File: src/rtl/cpu_types_pkg.sv
// Shared MIPS types: opcodes, functs, ALU ops, control-unit states
// and the datapath mux select encodings.
package cpu_types_pkg;

    typedef enum logic [5:0] {
        OP_RTYPE = 6'h00,
        OP_J     = 6'h02,
        OP_JAL   = 6'h03,
        OP_BEQ   = 6'h04,
        OP_BNE   = 6'h05,
        OP_ADDI  = 6'h08,
        OP_ADDIU = 6'h09,
        OP_SLTI  = 6'h0a,
        OP_SLTIU = 6'h0b,
        OP_ANDI  = 6'h0c,
        OP_ORI   = 6'h0d,
        OP_XORI  = 6'h0e,
        OP_LUI   = 6'h0f,
        OP_LW    = 6'h23,
        OP_SW    = 6'h2b,
        OP_HALT  = 6'h3f
    } opcode_t;

    typedef enum logic [5:0] {
        FN_SLL  = 6'h00,
        FN_SRL  = 6'h02,
        FN_JR   = 6'h08,
        FN_ADD  = 6'h20,
        FN_ADDU = 6'h21,
        FN_SUB  = 6'h22,
        FN_SUBU = 6'h23,
        FN_AND  = 6'h24,
        FN_OR   = 6'h25,
        FN_XOR  = 6'h26,
        FN_NOR  = 6'h27,
        FN_SLT  = 6'h2a,
        FN_SLTU = 6'h2b
    } funct_t;

    typedef enum logic [3:0] {
        ALU_SLL, ALU_SRL, ALU_ADD, ALU_SUB, ALU_AND,
        ALU_OR, ALU_XOR, ALU_NOR, ALU_SLT, ALU_SLTU
    } aluop_t;

    typedef enum logic [2:0] {
        FETCH, DECODE, EXEC, MEM, WB, HALT
    } cu_state_t;

    localparam logic [1:0] PC_PLUS4  = 2'b00;
    localparam logic [1:0] PC_BRANCH = 2'b01;
    localparam logic [1:0] PC_JUMP   = 2'b10;
    localparam logic [1:0] PC_REG    = 2'b11;

    localparam logic [1:0] RD_RD  = 2'b00;
    localparam logic [1:0] RD_RT  = 2'b01;
    localparam logic [1:0] RD_R31 = 2'b10;

    localparam logic [1:0] M2R_ALU = 2'b00;
    localparam logic [1:0] M2R_MEM = 2'b01;
    localparam logic [1:0] M2R_PC4 = 2'b10;

    localparam logic [2:0] PB_REG   = 3'd0;
    localparam logic [2:0] PB_IMM   = 3'd1;
    localparam logic [2:0] PB_SHAMT = 3'd2;

endpackage

File: src/rtl/multicycle_control_unit_decode.sv
// control_decode: combinational opcode/funct -> static datapath controls
// and class bits. Ports: opcode, funct in; mux/ALU selects, class bits out.
module control_decode
    import cpu_types_pkg::*;
(
    input  opcode_t    opcode,
    input  funct_t     funct,
    output aluop_t     alu_op,
    output logic [2:0] portb_src,
    output logic       ext_src,
    output logic       lui_src,
    output logic [1:0] reg_dst,
    output logic [1:0] mem_to_reg,
    output logic [1:0] jump_sel,
    output logic       is_mem,
    output logic       is_store,
    output logic       is_branch,
    output logic       is_bne,
    output logic       is_jump,
    output logic       writes_reg,
    output logic       ovf_op
);

    always_comb begin
        alu_op     = ALU_SLL;
        portb_src  = PB_REG;
        ext_src    = 1'b0;
        lui_src    = 1'b0;
        reg_dst    = RD_RD;
        mem_to_reg = M2R_ALU;
        jump_sel   = PC_PLUS4;
        is_mem     = 1'b0;
        is_store   = 1'b0;
        is_branch  = 1'b0;
        is_bne     = 1'b0;
        is_jump    = 1'b0;
        writes_reg = 1'b0;
        ovf_op     = 1'b0;
        unique case (opcode)
            OP_RTYPE: begin
                writes_reg = 1'b1;
                unique case (funct)
                    FN_ADD:  begin alu_op = ALU_ADD; ovf_op = 1'b1; end
                    FN_ADDU: alu_op = ALU_ADD;
                    FN_SUB:  begin alu_op = ALU_SUB; ovf_op = 1'b1; end
                    FN_SUBU: alu_op = ALU_SUB;
                    FN_AND:  alu_op = ALU_AND;
                    FN_OR:   alu_op = ALU_OR;
                    FN_XOR:  alu_op = ALU_XOR;
                    FN_NOR:  alu_op = ALU_NOR;
                    FN_SLT:  alu_op = ALU_SLT;
                    FN_SLTU: alu_op = ALU_SLTU;
                    FN_SLL:  begin alu_op = ALU_SLL; portb_src = PB_SHAMT; end
                    FN_SRL:  begin alu_op = ALU_SRL; portb_src = PB_SHAMT; end
                    FN_JR: begin
                        writes_reg = 1'b0;
                        is_jump    = 1'b1;
                        jump_sel   = PC_REG;
                    end
                    // unknown funct retires as a NOP
                    default: writes_reg = 1'b0;
                endcase
            end
            OP_ADDI, OP_ADDIU, OP_SLTI, OP_SLTIU: begin
                writes_reg = 1'b1;
                portb_src  = PB_IMM;
                ext_src    = 1'b1;
                reg_dst    = RD_RT;
                ovf_op     = (opcode == OP_ADDI);
                alu_op     = (opcode == OP_SLTI)  ? ALU_SLT :
                             (opcode == OP_SLTIU) ? ALU_SLTU : ALU_ADD;
            end
            OP_ANDI, OP_ORI, OP_XORI: begin
                writes_reg = 1'b1;
                portb_src  = PB_IMM;
                reg_dst    = RD_RT;
                alu_op     = (opcode == OP_ANDI) ? ALU_AND :
                             (opcode == OP_ORI)  ? ALU_OR : ALU_XOR;
            end
            OP_LUI: begin
                writes_reg = 1'b1;
                portb_src  = PB_IMM;
                lui_src    = 1'b1;
                reg_dst    = RD_RT;
                alu_op     = ALU_OR;
            end
            OP_LW, OP_SW: begin
                is_mem     = 1'b1;
                is_store   = (opcode == OP_SW);
                writes_reg = (opcode == OP_LW);
                portb_src  = PB_IMM;
                ext_src    = 1'b1;
                reg_dst    = RD_RT;
                mem_to_reg = M2R_MEM;
                alu_op     = ALU_ADD;
            end
            OP_BEQ, OP_BNE: begin
                is_branch = 1'b1;
                is_bne    = (opcode == OP_BNE);
                ext_src   = 1'b1;
                alu_op    = ALU_SUB;
            end
            OP_J: begin
                is_jump  = 1'b1;
                jump_sel = PC_JUMP;
            end
            OP_JAL: begin
                is_jump    = 1'b1;
                jump_sel   = PC_JUMP;
                writes_reg = 1'b1;
                reg_dst    = RD_R31;
                mem_to_reg = M2R_PC4;
            end
            default: ;
        endcase
    end

endmodule

File: src/rtl/multicycle_control_unit.sv
// Multicycle MIPS control FSM with memory-wait watchdog. Inputs: CLK, RST,
// opcode/funct, ALU flags, ihit/dhit. Outputs: datapath controls, commit
// strobes, halt and sticky fault flags, debug state. Optional overflow
// trap is enabled with `define OVERFLOW_TRAP_EN.
module multicycle_control_unit
    import cpu_types_pkg::*;
#(
    parameter int unsigned TIMEOUT_W   = 8,
    parameter int unsigned TIMEOUT_MAX = 255
) (
    input  logic       CLK,
    input  logic       RST,
    input  opcode_t    opcode,
    input  funct_t     funct,
    input  logic       Zero,
    input  logic       Overflow,
    input  logic       ihit,
    input  logic       dhit,
    output logic       iREN,
    output logic       IR_WEN,
    output logic [1:0] PC_src,
    output logic       Ext_src,
    output logic       LUI_src,
    output logic [2:0] portb_src,
    output logic [1:0] RegDst,
    output logic [1:0] MemtoReg,
    output aluop_t     ALU_op,
    output logic       MemRead,
    output logic       MemWrite,
    output logic       RegWEN,
    output logic       PC_EN,
    output logic       halt,
    output logic       mem_timeout,
    output logic       ovf_trap,
    output cu_state_t  state
);

    localparam logic [TIMEOUT_W-1:0] TMAX = TIMEOUT_W'(TIMEOUT_MAX);

    aluop_t     d_alu;
    logic [2:0] d_portb;
    logic [1:0] d_rdst, d_m2r, d_jsel;
    logic       d_ext, d_lui, d_mem, d_store, d_br, d_bne;
    logic       d_jump, d_wr, d_ovf;

    logic [TIMEOUT_W-1:0] wait_cnt, wait_inc;
    logic wait_expired, take_br, ovf_q, ovf_hit, alu_stage, in_wb;

    control_decode u_decode (
        .opcode     (opcode),
        .funct      (funct),
        .alu_op     (d_alu),
        .portb_src  (d_portb),
        .ext_src    (d_ext),
        .lui_src    (d_lui),
        .reg_dst    (d_rdst),
        .mem_to_reg (d_m2r),
        .jump_sel   (d_jsel),
        .is_mem     (d_mem),
        .is_store   (d_store),
        .is_branch  (d_br),
        .is_bne     (d_bne),
        .is_jump    (d_jump),
        .writes_reg (d_wr),
        .ovf_op     (d_ovf)
    );

`ifdef OVERFLOW_TRAP_EN
    assign ovf_hit = d_ovf & Overflow;
`else
    logic unused_ovf;
    assign unused_ovf = d_ovf | Overflow;
    assign ovf_hit    = 1'b0;
`endif

    // saturating: never wraps past TMAX
    assign wait_inc = (wait_cnt == TMAX) ? wait_cnt
                                         : wait_cnt + TIMEOUT_W'(1);
    // this miss is the one that brings the count to TMAX
    assign wait_expired = (wait_inc == TMAX);

    always_ff @(posedge CLK or posedge RST) begin
        if (RST) begin
            state       <= FETCH;
            wait_cnt    <= '0;
            take_br     <= 1'b0;
            mem_timeout <= 1'b0;
            ovf_q       <= 1'b0;
            PC_EN       <= 1'b0;
            RegWEN      <= 1'b0;
            MemRead     <= 1'b0;
            MemWrite    <= 1'b0;
        end else begin
            PC_EN  <= 1'b0;
            RegWEN <= 1'b0;
            unique case (state)
                FETCH: begin
                    if (ihit) begin
                        state <= DECODE;
                    end else begin
                        wait_cnt <= wait_inc;
                        if (wait_expired) begin
                            state       <= HALT;
                            mem_timeout <= 1'b1;
                        end
                    end
                end
                DECODE: state <= (opcode == OP_HALT) ? HALT : EXEC;
                EXEC: begin
                    take_br <= d_br & (d_bne ? !Zero : Zero);
                    if (ovf_hit) begin
                        state <= HALT;
                        ovf_q <= 1'b1;
                    end else if (d_mem) begin
                        state    <= MEM;
                        wait_cnt <= '0;
                        MemRead  <= !d_store;
                        MemWrite <= d_store;
                    end else begin
                        state  <= WB;
                        PC_EN  <= 1'b1;
                        RegWEN <= d_wr;
                    end
                end
                MEM: begin
                    if (dhit) begin
                        state    <= WB;
                        MemRead  <= 1'b0;
                        MemWrite <= 1'b0;
                        PC_EN    <= 1'b1;
                        RegWEN   <= d_wr;
                    end else begin
                        wait_cnt <= wait_inc;
                        if (wait_expired) begin
                            state       <= HALT;
                            mem_timeout <= 1'b1;
                            MemRead     <= 1'b0;
                            MemWrite    <= 1'b0;
                        end
                    end
                end
                WB: begin
                    state    <= FETCH;
                    wait_cnt <= '0;
                end
                HALT:    state <= HALT;
                default: state <= HALT;
            endcase
        end
    end

    assign iREN     = (state == FETCH);
    assign IR_WEN   = (state == FETCH) & ihit;
    assign halt     = (state == HALT);
    assign ovf_trap = ovf_q;

    assign alu_stage = (state inside {EXEC, MEM, WB});
    assign in_wb     = (state == WB);

    assign ALU_op    = alu_stage ? d_alu   : ALU_SLL;
    assign portb_src = alu_stage ? d_portb : PB_REG;
    assign Ext_src   = alu_stage & d_ext;
    assign LUI_src   = alu_stage & d_lui;

    assign RegDst   = in_wb ? d_rdst : RD_RD;
    assign MemtoReg = in_wb ? d_m2r  : M2R_ALU;
    assign PC_src   = !in_wb            ? PC_PLUS4  :
                      d_jump            ? d_jsel    :
                      (d_br & take_br)  ? PC_BRANCH : PC_PLUS4;

endmodule
File: config.mk
export PLATFORM = sky130hd
export DESIGN_NAME = multicycle_control_unit
export DESIGN_NICKNAME = d
export VERILOG_FILES = /design/src/rtl/cpu_types_pkg.sv /design/src/rtl/multicycle_control_unit_decode.sv /design/src/rtl/multicycle_control_unit.sv
export SDC_FILE = /design/constraint.sdc
export NUM_CORES = 1
export LEC_CHECK = 0
export ABC_CLOCK_PERIOD_IN_PS = 3400
export CAP_MARGIN = 10
export CORE_MARGIN = 2
export CORE_UTILIZATION = 45
export CTS_BUF_LIST = sky130_fd_sc_hd__clkbuf_2 sky130_fd_sc_hd__clkbuf_4 sky130_fd_sc_hd__clkbuf_8
export DETAILED_ROUTE_END_ITERATION = 7
export PLACE_DENSITY = 0.79
export RECOVER_POWER = 100
export REMOVE_ABC_BUFFERS = 1
export SETUP_SLACK_MARGIN = 0.4
export SLEW_MARGIN = 25
export SYNTH_ARGS = -nofsm -noshare
export SYNTH_HDL_FRONTEND = slang
export SYNTH_SLANG_ARGS = --single-unit
File: constraint.sdc
create_clock -name CLK -period 3.4 [get_ports CLK]
set_input_delay 0.51 -clock CLK [delete_from_list [all_inputs] [get_ports CLK]]
set_output_delay 0.51 -clock CLK [all_outputs]
set_load 0.01 [all_outputs]
# After elaboration in Yosys (flattened, before gate mapping)

Index checks and enable logic that the tools add are counted.
Widths: inputs -> output; s select.

Logic and storage cells: 133
Register bits: 17
Output and inout bits: 27

Reductions and logical operators: 24
Bitwise operators: 5
Add/subtract/negate cells: 1
Muxes and demuxes: 57
Equality and inequality tests: 38

Operators with widths:

| cell                | number |
|---|---|
| $eq 6x6->1 const B  | 13 |
| $eq 6x4->1 const B  | 9 |
| $pmux 4 s9          | 1 |
| $mux 8              | 4 |
| $pmux 8 s4          | 1 |
| $pmux 4 s6          | 1 |
| $mux 1              | 21 |
| $eq 6x2->1 const B  | 3 |
| $mux 3              | 6 |
| $eq 8x8->1 const B  | 2 |
| $mux 4              | 4 |
| $pmux 3 s5          | 1 |
| $mux 2              | 7 |
| $eq 6x3->1 const B  | 2 |
| $logic_not 6->1     | 2 |
| $pmux 1 s2          | 6 |
| $pmux 2 s2          | 3 |
| $reduce_or 12->1    | 1 |
| $reduce_or 2->1     | 6 |
| $reduce_or 10->1    | 1 |
| $reduce_or 9->1     | 1 |
| $add 8x1->8 const B | 1 |
| $reduce_or 8->1     | 1 |
| $eq 3x2->1 const B  | 2 |
| 16 further kinds    | 26 |

# Longest topological paths before layout

Gate-level depths: netlist of run 1.

Word-level depth: 7
Depth in mapped cells: 7
Gate-level depth less buffers: 6

# Modules after synthesis

Synthesis of run 1 repeated with hierarchy kept, for this count alone.

Cells, all modules: 234
Area, all modules: 1,740.4 um2

Modules (own cells, without submodules):

| module                  | cells each | times used | area an instance (um2) | seq. area each (um2) |
|---|---|---|---|---|
| multicycle_control_unit | 165        | 1          | 1,337.5                | 425.4 |
| control_decode          | 69         | 1          | 402.9                  | 0.0 |

# Least setup slack after synthesis of run 1

Ideal clock, no wire load.

Path kind: input to output
Start point: input port opcode[4]
End point: output port PC_src[0]
Slack: 0.940 ns
Buffers on the path: 1
Stages on the path: 5
Arrival time: 1.950 ns
Required time: 2.890 ns
Cell sequence: clkbuf_1 > or3_1 > nor4_2 > nand4_1 > a21oi_1

Longest elaborated chain between the ends: 7

RTL lines:

| what               | line                                 | source |
|---|---|---|
| start: declaration | multicycle_control_unit.sv:13        | `input opcode_t opcode,` |
| $eq 6x3->1         | multicycle_control_unit_decode.sv:39 | `unique case (opcode)` |
| $reduce_or 2->1    | multicycle_control_unit_decode.sv:39 |  |
| $mux 1             | multicycle_control_unit_decode.sv:39 |  |
| $and 1x1->1        | multicycle_control_unit.sv:169       | `(d_br & take_br) ? PC_BRANCH : PC_PLUS4;` |
| $mux 1             | multicycle_control_unit.sv:169       |  |
| $mux 2 (*)         | multicycle_control_unit.sv:168       | `d_jump ? d_jsel :` |
| $mux 2 (*)         | multicycle_control_unit.sv:167       | `assign PC_src = !in_wb ? PC_PLUS4 :` |
| end: declaration   | multicycle_control_unit.sv:21        | `output logic [1:0] PC_src,` |

Every way passes the cells marked *; elsewhere a longest branch is shown, timed or not.

# Worst setup path in the final report of run 1

Start point: input port opcode[0]
End point: output port portb_src[0]

Longest elaborated chain between the ends: 4

RTL lines:

| what                                     | line                                 | source |
|---|---|---|
| $eq 6x4->1, or another cell as far along | multicycle_control_unit_decode.sv:39 |  |
| $reduce_or 10->1 (no source line)        | n/a                                  |  |
| $pmux 3 s2 (*)                           | multicycle_control_unit_decode.sv:39 |  |
| $mux 3 (*)                               | multicycle_control_unit.sv:161       | `assign portb_src = alu_stage ? d_portb : PB_REG;` |
| end: declaration                         | multicycle_control_unit.sv:24        | `output logic [2:0] portb_src,` |

Marks and branches as above.

==> results of run 1 <==
-- per-layer routing --
metal	vias up	wire length [um]	global-route usage (%)
met3	2	267	3.73
met2	72	1740	35.2
met5	-	0	0
li1	834	-	-
met1	731	1880	31.4
met4	0	11	1.82
-- cell usage after synthesis (2+ instances only) --
cell type / instances
a211oi_1: 2
a21o_1: 3
a21oi_1: 28
a22oi_1: 2
a31oi_1: 5
a41oi_1: 2
and3_1: 2
buf_4: 2
buf_6: 2
clkbuf_1: 11
dfrtp_1: 17
inv_1: 9
nand2_1: 18
nand2b_1: 5
nand3_1: 10
nand3b_1: 2
nand4_1: 4
nand4b_1: 3
nor2_1: 19
nor2b_1: 3
nor3_1: 10
nor4_1: 3
nor4b_1: 2
o21ai_0: 15
o21bai_1: 3
or2_2: 2
or3_1: 3
xnor2_1: 3
-- repair_timing --
item / CTS / global route
hold buffers: 0 / 0
gates resized for setup: 9 / 5
gates cloned: 0 / 0
endpoints found under the setup margin: 10 / 6
buffers inserted: 0 / 2
-- sequential cells by signal, summed over array words and instances, names as in the netlist --
signal       count
wait_cnt         8
PC_EN            1
RegWEN           1
MemRead          1
MemWrite         1
mem_timeout      1
state            3
take_br          1
-- logic make-up (layout without fill, tap and decap cells) --
kind of cell,after synthesis,in the layout
simple gates,92,92
compound gates,68,68
other cells,1,2
buf+inv,25,63
flops,17,17
fa+ha+maj,1,1
xor+xnor,3,3
-- critical path: cells and delay by family --
| kind | cells | cell delay, ps |
|---|---|---|
| simple gates | 2 | 780 |
| compound gates | 1 | 160 |
| buf+inv | 2 | 1120 |
-- worst max-delay path by stage --
stage	startpoint	to	slack, ps	depth (start not counted)
floorplan	opcode[3]	PC_src[0]	1110	4
global placement	opcode[1]	PC_src[0]	210	7
detailed placement	opcode[1]	PC_src[0]	160	7
CTS	opcode[0]	RegDst[0]	430	5
global route	opcode[3]	PC_src[1]	230	7
finish	opcode[0]	portb_src[0]	330	5
-- area by class of cell --
| type | count | area, sq um | share of cell area [%] |
|---|---|---|---|
| clock buffer | 3 | 22.5 | 1.17 |
| inverter | 9 | 33.8 | 1.75 |
| multi-input combinational | 166 | 930 | 48.3 |
| timing repair buffer | 50 | 454 | 23.6 |
| tap | 44 | 55.1 | 2.86 |
| clock inverter | 1 | 5.00 | 0.260 |
| sequential | 17 | 425 | 22.1 |
-- power groups by stage --
| stage | Combinational (uW) | Sequential, uW | Clock, uW |
|---|---|---|---|
| detailed placement | 491 | 358 | 0 |
| CTS | 495 | 354 | 111 |
| floorplan | 290 | 352 | 0 |
| global placement | 489 | 357 | 0 |
| global route | 510 | 371 | 122 |
| finish | 462 | 355 | 107 |
-- metrics by stage --
step                      setup WS (ps)  area, sq um
after CTS                           429         1960
after global routing                229         1930
after floorplan                    1110         1420
after global placement              215         1940
final                               326         1930
after detailed placement            162         1940
==> results.json, run 1 <==
{
  "crit_chain": "dlygate4sd3_1 > nand2_1 > or4b_1 > a21oi_1 > clkdlybuf4s50_1",
  "layout_common_cells": "28 x a21oi_1, 19 x nand2_1, 19 x nor2_1",
  "drc": 0,
  "reg2reg_depth": 7,
  "seq_area_frac_synth_pct": 28.3,
  "power_frac_comb_pct": 50.0,
  "final_layout_size_suffix_gt1_share_pct": 5.69,
  "post-synth-top-area-cell": "dfrtp_1",
  "dp_cells": 284,
  "worstSetupStartpointType": "input port",
  "cp.arrival_ps": 2560,
  "insertion_delay_ps": 290,
  "synth_async_sr_flop_share_pct": 100,
  "powerDensity_nw_per_um2": 479,
  "hpwl_mm": 2.88,
  "synth_top_family_by_area": "simple AND/OR/NAND/NOR gates",
  "power_leakage_uw": 0.000788,
  "die_area_sq_um": 3820,
  "diodes": 0,
  "fin_crit_sh_pct": 90.4,
  "p_int_uw": 512,
  "crit_path_max_incr_delay_ps": 630,
  "fp.dieH_um": 61.8,
  "cp_slowest_cell": "or4b_1",
  "whs_endpoint": "mem_timeout",
  "path_clk_slew_ps": 90,
  "synth-edff-count": 0,
  "pin_count": 45,
  "rsz0062_at_grt": "no",
  "setup_tns_ps": 0,
  "ys_ff_latch": 17,
  "final_common_cell": "a21oi_1",
  "design_power_total_uw": 923,
  "grt_pass1_vias": 1384,
  "min_period_ps": 3070,
  "yosysWarnings": 0,
  "clkPwrFrac_pct": 11.6,
  "setup_viol": 0,
  "via_per_inst": 5.65,
  "tritoncts": "built",
  "slew_headroom_pct": 48.2,
  "synth_fa_ha_area_share_pct": 0.832,
  "synthSimpleGateAreaFrac_pct": 32.9,
  "p_sw_uw": 411,
  "hp-class": "reg2reg",
  "wl_per_cell_um": 13.5,
  "synth_flop_cell": "dfrtp_1",
  "fp.dieW_um": 61.8,
  "r2r-start": "wait_cnt[0]",
  "coreArea_sq_um": 3130,
  "routed_wl_mm": 3.90,
  "root_buffer": "clkbuf_4",
  "antenna_found_initial": 0,
  "grt_max_degree": 18,
  "ir_drop_mv": 0.453,
  "timing.rr.end": "state[2]",
  "p_sw_share_pct": 44.6,
  "grtUsageTotal_pct": 21.6,
  "slew_violations": 0,
  "areaGrowthSynthToFinish_pct": 28.0,
  "worstHoldStart": "mem_timeout",
  "ant_nets": 0,
  "nFillCells": 297,
  "via_count": 1639,
  "cp_max_fo": 7,
  "grt_pass1_wl_mm": 6.31,
  "gp_congestion": 0.860,
  "synth.avg_cell_area_sq_um": 7.27,
  "drtIter0Drc": 89,
  "num_rows": 20,
  "postLayoutCoreUtil_pct": 61.6,
  "timing.hold.ws_ps": 490,
  "crit_path_end_kind": "primary output",
  "numCtsBuffers": 3,
  "worst_ep_required_time_ps": 2890,
  "cts_buffer_depth": 2,
  "cap_violations": 0,
  "finalHoldViolations": 0,
  "ff2ff_setup_slack_ps": 1220,
  "clock_sinks": 17,
  "fmax_mhz": 325,
  "status": "finished clean",
  "fin_nets": 266,
  "syn-cell-area_sq_um": 1500,
  "layout.cells.non_filler": 290,
  "firstDrtPassIters": 4,
  "yosys-top-cells-area": "dfrtp_1 28%, a21oi_1 9.3%, o21ai_0 5.0%",
  "place.port_buffers": 41,
  "skew_ps": 9.32,
  "start_util_pct": 48.1,
  "syn_inst": 207,
  "synth_mux_area_share_pct": 0,
  "cts_max_level": 1,
  "path_class": "in2out",
  "synth_compound_area_share_pct": 28.1,
  "holdPathStages": 1,
  "yosysTopAreaCellShare_pct": 28.3,
  "grt-ovfl-total": 0,
  "tightest_slew_ps": 777,
  "seqPwrFrac_pct": 38.4,
  "synth_cell_types": 45,
  "synthXorXnorAreaFrac_pct": 1.75
}
Power figures use the tool's default switching activity.
==> run 2: changes to the inputs <==
--- a/config.mk
+++ b/config.mk
@@ -7,2 +7,3 @@
 export LEC_CHECK = 0
+export ABC_AREA = 1
 export ABC_CLOCK_PERIOD_IN_PS = 3400
==> constraint.sdc (replaced) <==
create_clock -name CLK -period 3.4 [get_ports CLK]
set_input_delay 0.85 -clock CLK [delete_from_list [all_inputs] [get_ports CLK]]
set_output_delay 0.85 -clock CLK [all_outputs]
set_load 0.01 [all_outputs]
==> results.json, run 2 <==
{
  "layout_common_cells": "60 x nand2_1, 29 x inv_1, 25 x nor2_1",
  "synth.top_cells.by_count": "62 x nand2_1, 37 x inv_1, 28 x nor2_1, 21 x nand3_1, 17 x dfrtp_1",
  "syn_inst": 235,
  "worstSetupStartpointType": "input port",
  "power_frac_comb_pct": 56.1,
  "ant_nets": 0,
  "fin_nets": 323,
  "root_buffer": "clkbuf_4",
  "seqPwrFrac_pct": 32.3,
  "crit_chain": "dlygate4sd2_1 > nor2_1 > buf_4 > inv_1 > nor3_2 > inv_1 > a21oi_2 > buf_2",
  "yosysTopAreaCellShare_pct": 28.9,
  "cts_max_level": 1,
  "coreArea_sq_um": 3080,
  "crit_path_end_kind": "primary output",
  "fp.dieH_um": 61.2,
  "status": "finished clean",
  "finalHoldViolations": 0,
  "p_int_uw": 502,
  "seq_area_frac_synth_pct": 28.9,
  "syn-cell-area_sq_um": 1470,
  "ys_ff_latch": 17,
  "hp-class": "reg2reg",
  "routed_wl_mm": 4.34,
  "fin_crit_sh_pct": 88.8,
  "yosysWarnings": 0,
  "largest_register_ff_count": 8,
  "slew_violations": 0,
  "final_layout_size_suffix_gt1_share_pct": 20.8,
  "design_power_total_uw": 1010,
  "rsz0062_at_grt": "no",
  "gp_congestion": 0.948,
  "clkPwrFrac_pct": 11.6,
  "top_register": "wait_cnt",
  "yosys-top-cells-area": "dfrtp_1 29%, nand2_1 16%, inv_1 9.4%",
  "pin_count": 45,
  "synth_cell_types": 30,
  "wl_per_cell_um": 12.5,
  "drc": 0,
  "slew_headroom_pct": 44.9,
  "insertion_delay_ps": 310,
  "tightest_slew_ps": 820,
  "antenna_found_initial": 0,
  "fin_area_sq_um": 2110,
  "cts_buffer_depth": 2,
  "path_clk_slew_ps": 100,
  "synth.most_common_cell": "nand2_1",
  "final_common_cell": "nand2_1",
  "worst_ep_required_time_ps": 2550,
  "num_rows": 20,
  "start_util_pct": 47.9,
  "nFillCells": 274,
  "cp.arrival_ps": 2170,
  "setup_tns_ps": 0,
  "grtUsageTotal_pct": 25.3,
  "diodes": 0,
  "power_leakage_uw": 0.00113,
  "path_class": "in2out",
  "p_sw_share_pct": 50.1,
  "grt_max_degree": 18,
  "cp_max_fo": 4,
  "ir_drop_mv": 0.423,
  "via_per_inst": 5.16,
  "critPathTopFamily": "buffers and inverters",
  "synth_flop_cell": "dfrtp_1",
  "skew_ps": 8.85,
  "numCtsBuffers": 3,
  "min_period_ps": 3020,
  "fmax_mhz": 331,
  "clock_sinks": 17,
  "cp_slowest_cell": "dlygate4sd2_1",
  "powerDensity_nw_per_um2": 476,
  "areaGrowthSynthToFinish_pct": 43.3,
  "synth-edff-count": 0,
  "via_count": 1792,
  "place.port_buffers": 41,
  "crit_top_cell": "inv_1",
  "cap_violations": 0,
  "reg_top3": "wait_cnt: 8 flops, state: 3 flops",
  "post-synth-top-area-cell": "dfrtp_1",
  "p_sw_uw": 503,
  "grt_pass1_wl_mm": 7.20,
  "hpwl_mm": 3.25,
  "tritoncts": "built",
  "firstDrtPassIters": 5,
  "setup_viol": 0,
  "cp.buffers_inverters": 5,
  "grt_pass1_vias": 1660,
  "dpl_cell_area_sq_um": 2110,
  "synth_async_sr_flop_share_pct": 100,
  "synth.avg_cell_area_sq_um": 6.27,
  "crit_path_max_incr_delay_ps": 250,
  "grt-ovfl-total": 0,
  "fp.dieW_um": 61.2,
  "drtIter0Drc": 150,
  "die_area_sq_um": 3750
}
## run 2: cell count changes after synthesis, moves of 5 or more
cell,delta
a21oi_1,-20
clkbuf_1,-11
nor2_1,+9
nand2b_1,-5
nand3_1,+11
nand2_1,+44
inv_1,+28
## run 2: cell families after synthesis
kind of cell | Yosys count | share of synthesized area [%]
simple gates | 140 | 45.0
buf+inv | 41 | 11.1
compound gates | 34 | 13.3
flops | 17 | 28.9
xor+xnor | 1 | 0.594
fa+ha+maj | 1 | 0.849
other cells | 1 | 0.254
## run 2: power groups by stage
stage	Sequential [uW]	Clock [uW]	Combinational [uW]
3_5_place_dp	328	0	590
6_report	325	116	564
3_3_place_gp	327	0	581
5_1_grt	334	125	631
2_1_floorplan	326	0	349
4_1_cts	325	115	596
## run 2: worst register-to-register path, stage by stage (launching register included)
cell	delay (ps)
dfrtp_1	450
ha_1	280
nand2_1	140
nor2_1	280
nand2_4	120
nand2_1	100
nand3_1	100
nor2_1	180
nand2_2	80
nand2_1	100
nand2_2	60
nand2_1	50
nand2_1	50
## run 2: layout make-up
| cell class | instances | area (sq um) | area share (%) |
|---|---|---|---|
| clock buffers | 3 | 22.5 | 1.07 |
| clock inverters | 1 | 5.00 | 0.237 |
| inverters | 37 | 141 | 6.69 |
| multi-input cells | 178 | 936 | 44.3 |
| flip-flops and latches | 17 | 425 | 20.1 |
| well taps | 44 | 55.1 | 2.61 |
| repair buffers | 67 | 527 | 24.9 |
## run 2: repair_timing
action / 4_1_cts / 5_1_grt
hold buffers: 0 / 0
buffers inserted: 1 / 0
setup endpoints to repair: 14 / 15
pin swaps: 5 / 8
resized for setup: 75 / 29
## run 2: worst paths after layout
kind	startpoint	to	slack (ps)	cells after the start
max in group asynchronous	RST	MemWrite	1910	2
min reg2reg	MemWrite	MemWrite	480	2
max reg2reg	wait_cnt[1]	MemRead	1300	12
min	MemWrite	MemWrite	480	2
max	opcode[4]	PC_src[1]	380	8
min in group asynchronous	RST	PC_EN	1060	2
## run 2: per-stage QoR
stage	setup slack, ps	hold WS, ps	utilization, %	std cells
after floorplan	831	452	-	232
after global placement	-165	460	68.4	342
after global routing	220	514	68.6	347
after detailed placement	-159	463	68.4	342
final	381	475	68.6	347
after CTS	336	485	68.9	347
## run 2: routing by layer
layer  vias to the layer above  track usage [%]  share of wire [%]  wire (um)
li1                        904                -                  -          -
met1                       814             33.4                 43       1860
met2                        65             43.2                 51       2210
met3                         9             4.20                4.9        212
met4                         0             6.21                1.2         53
met5                         -                0                  0          0
==> run 3: changes to the inputs <==
Settings changed: CTS_CLUSTER_SIZE from default to 28.
==> results of run 3 <==
No change in the layout: final DEF, timing and power equal those of run 2.
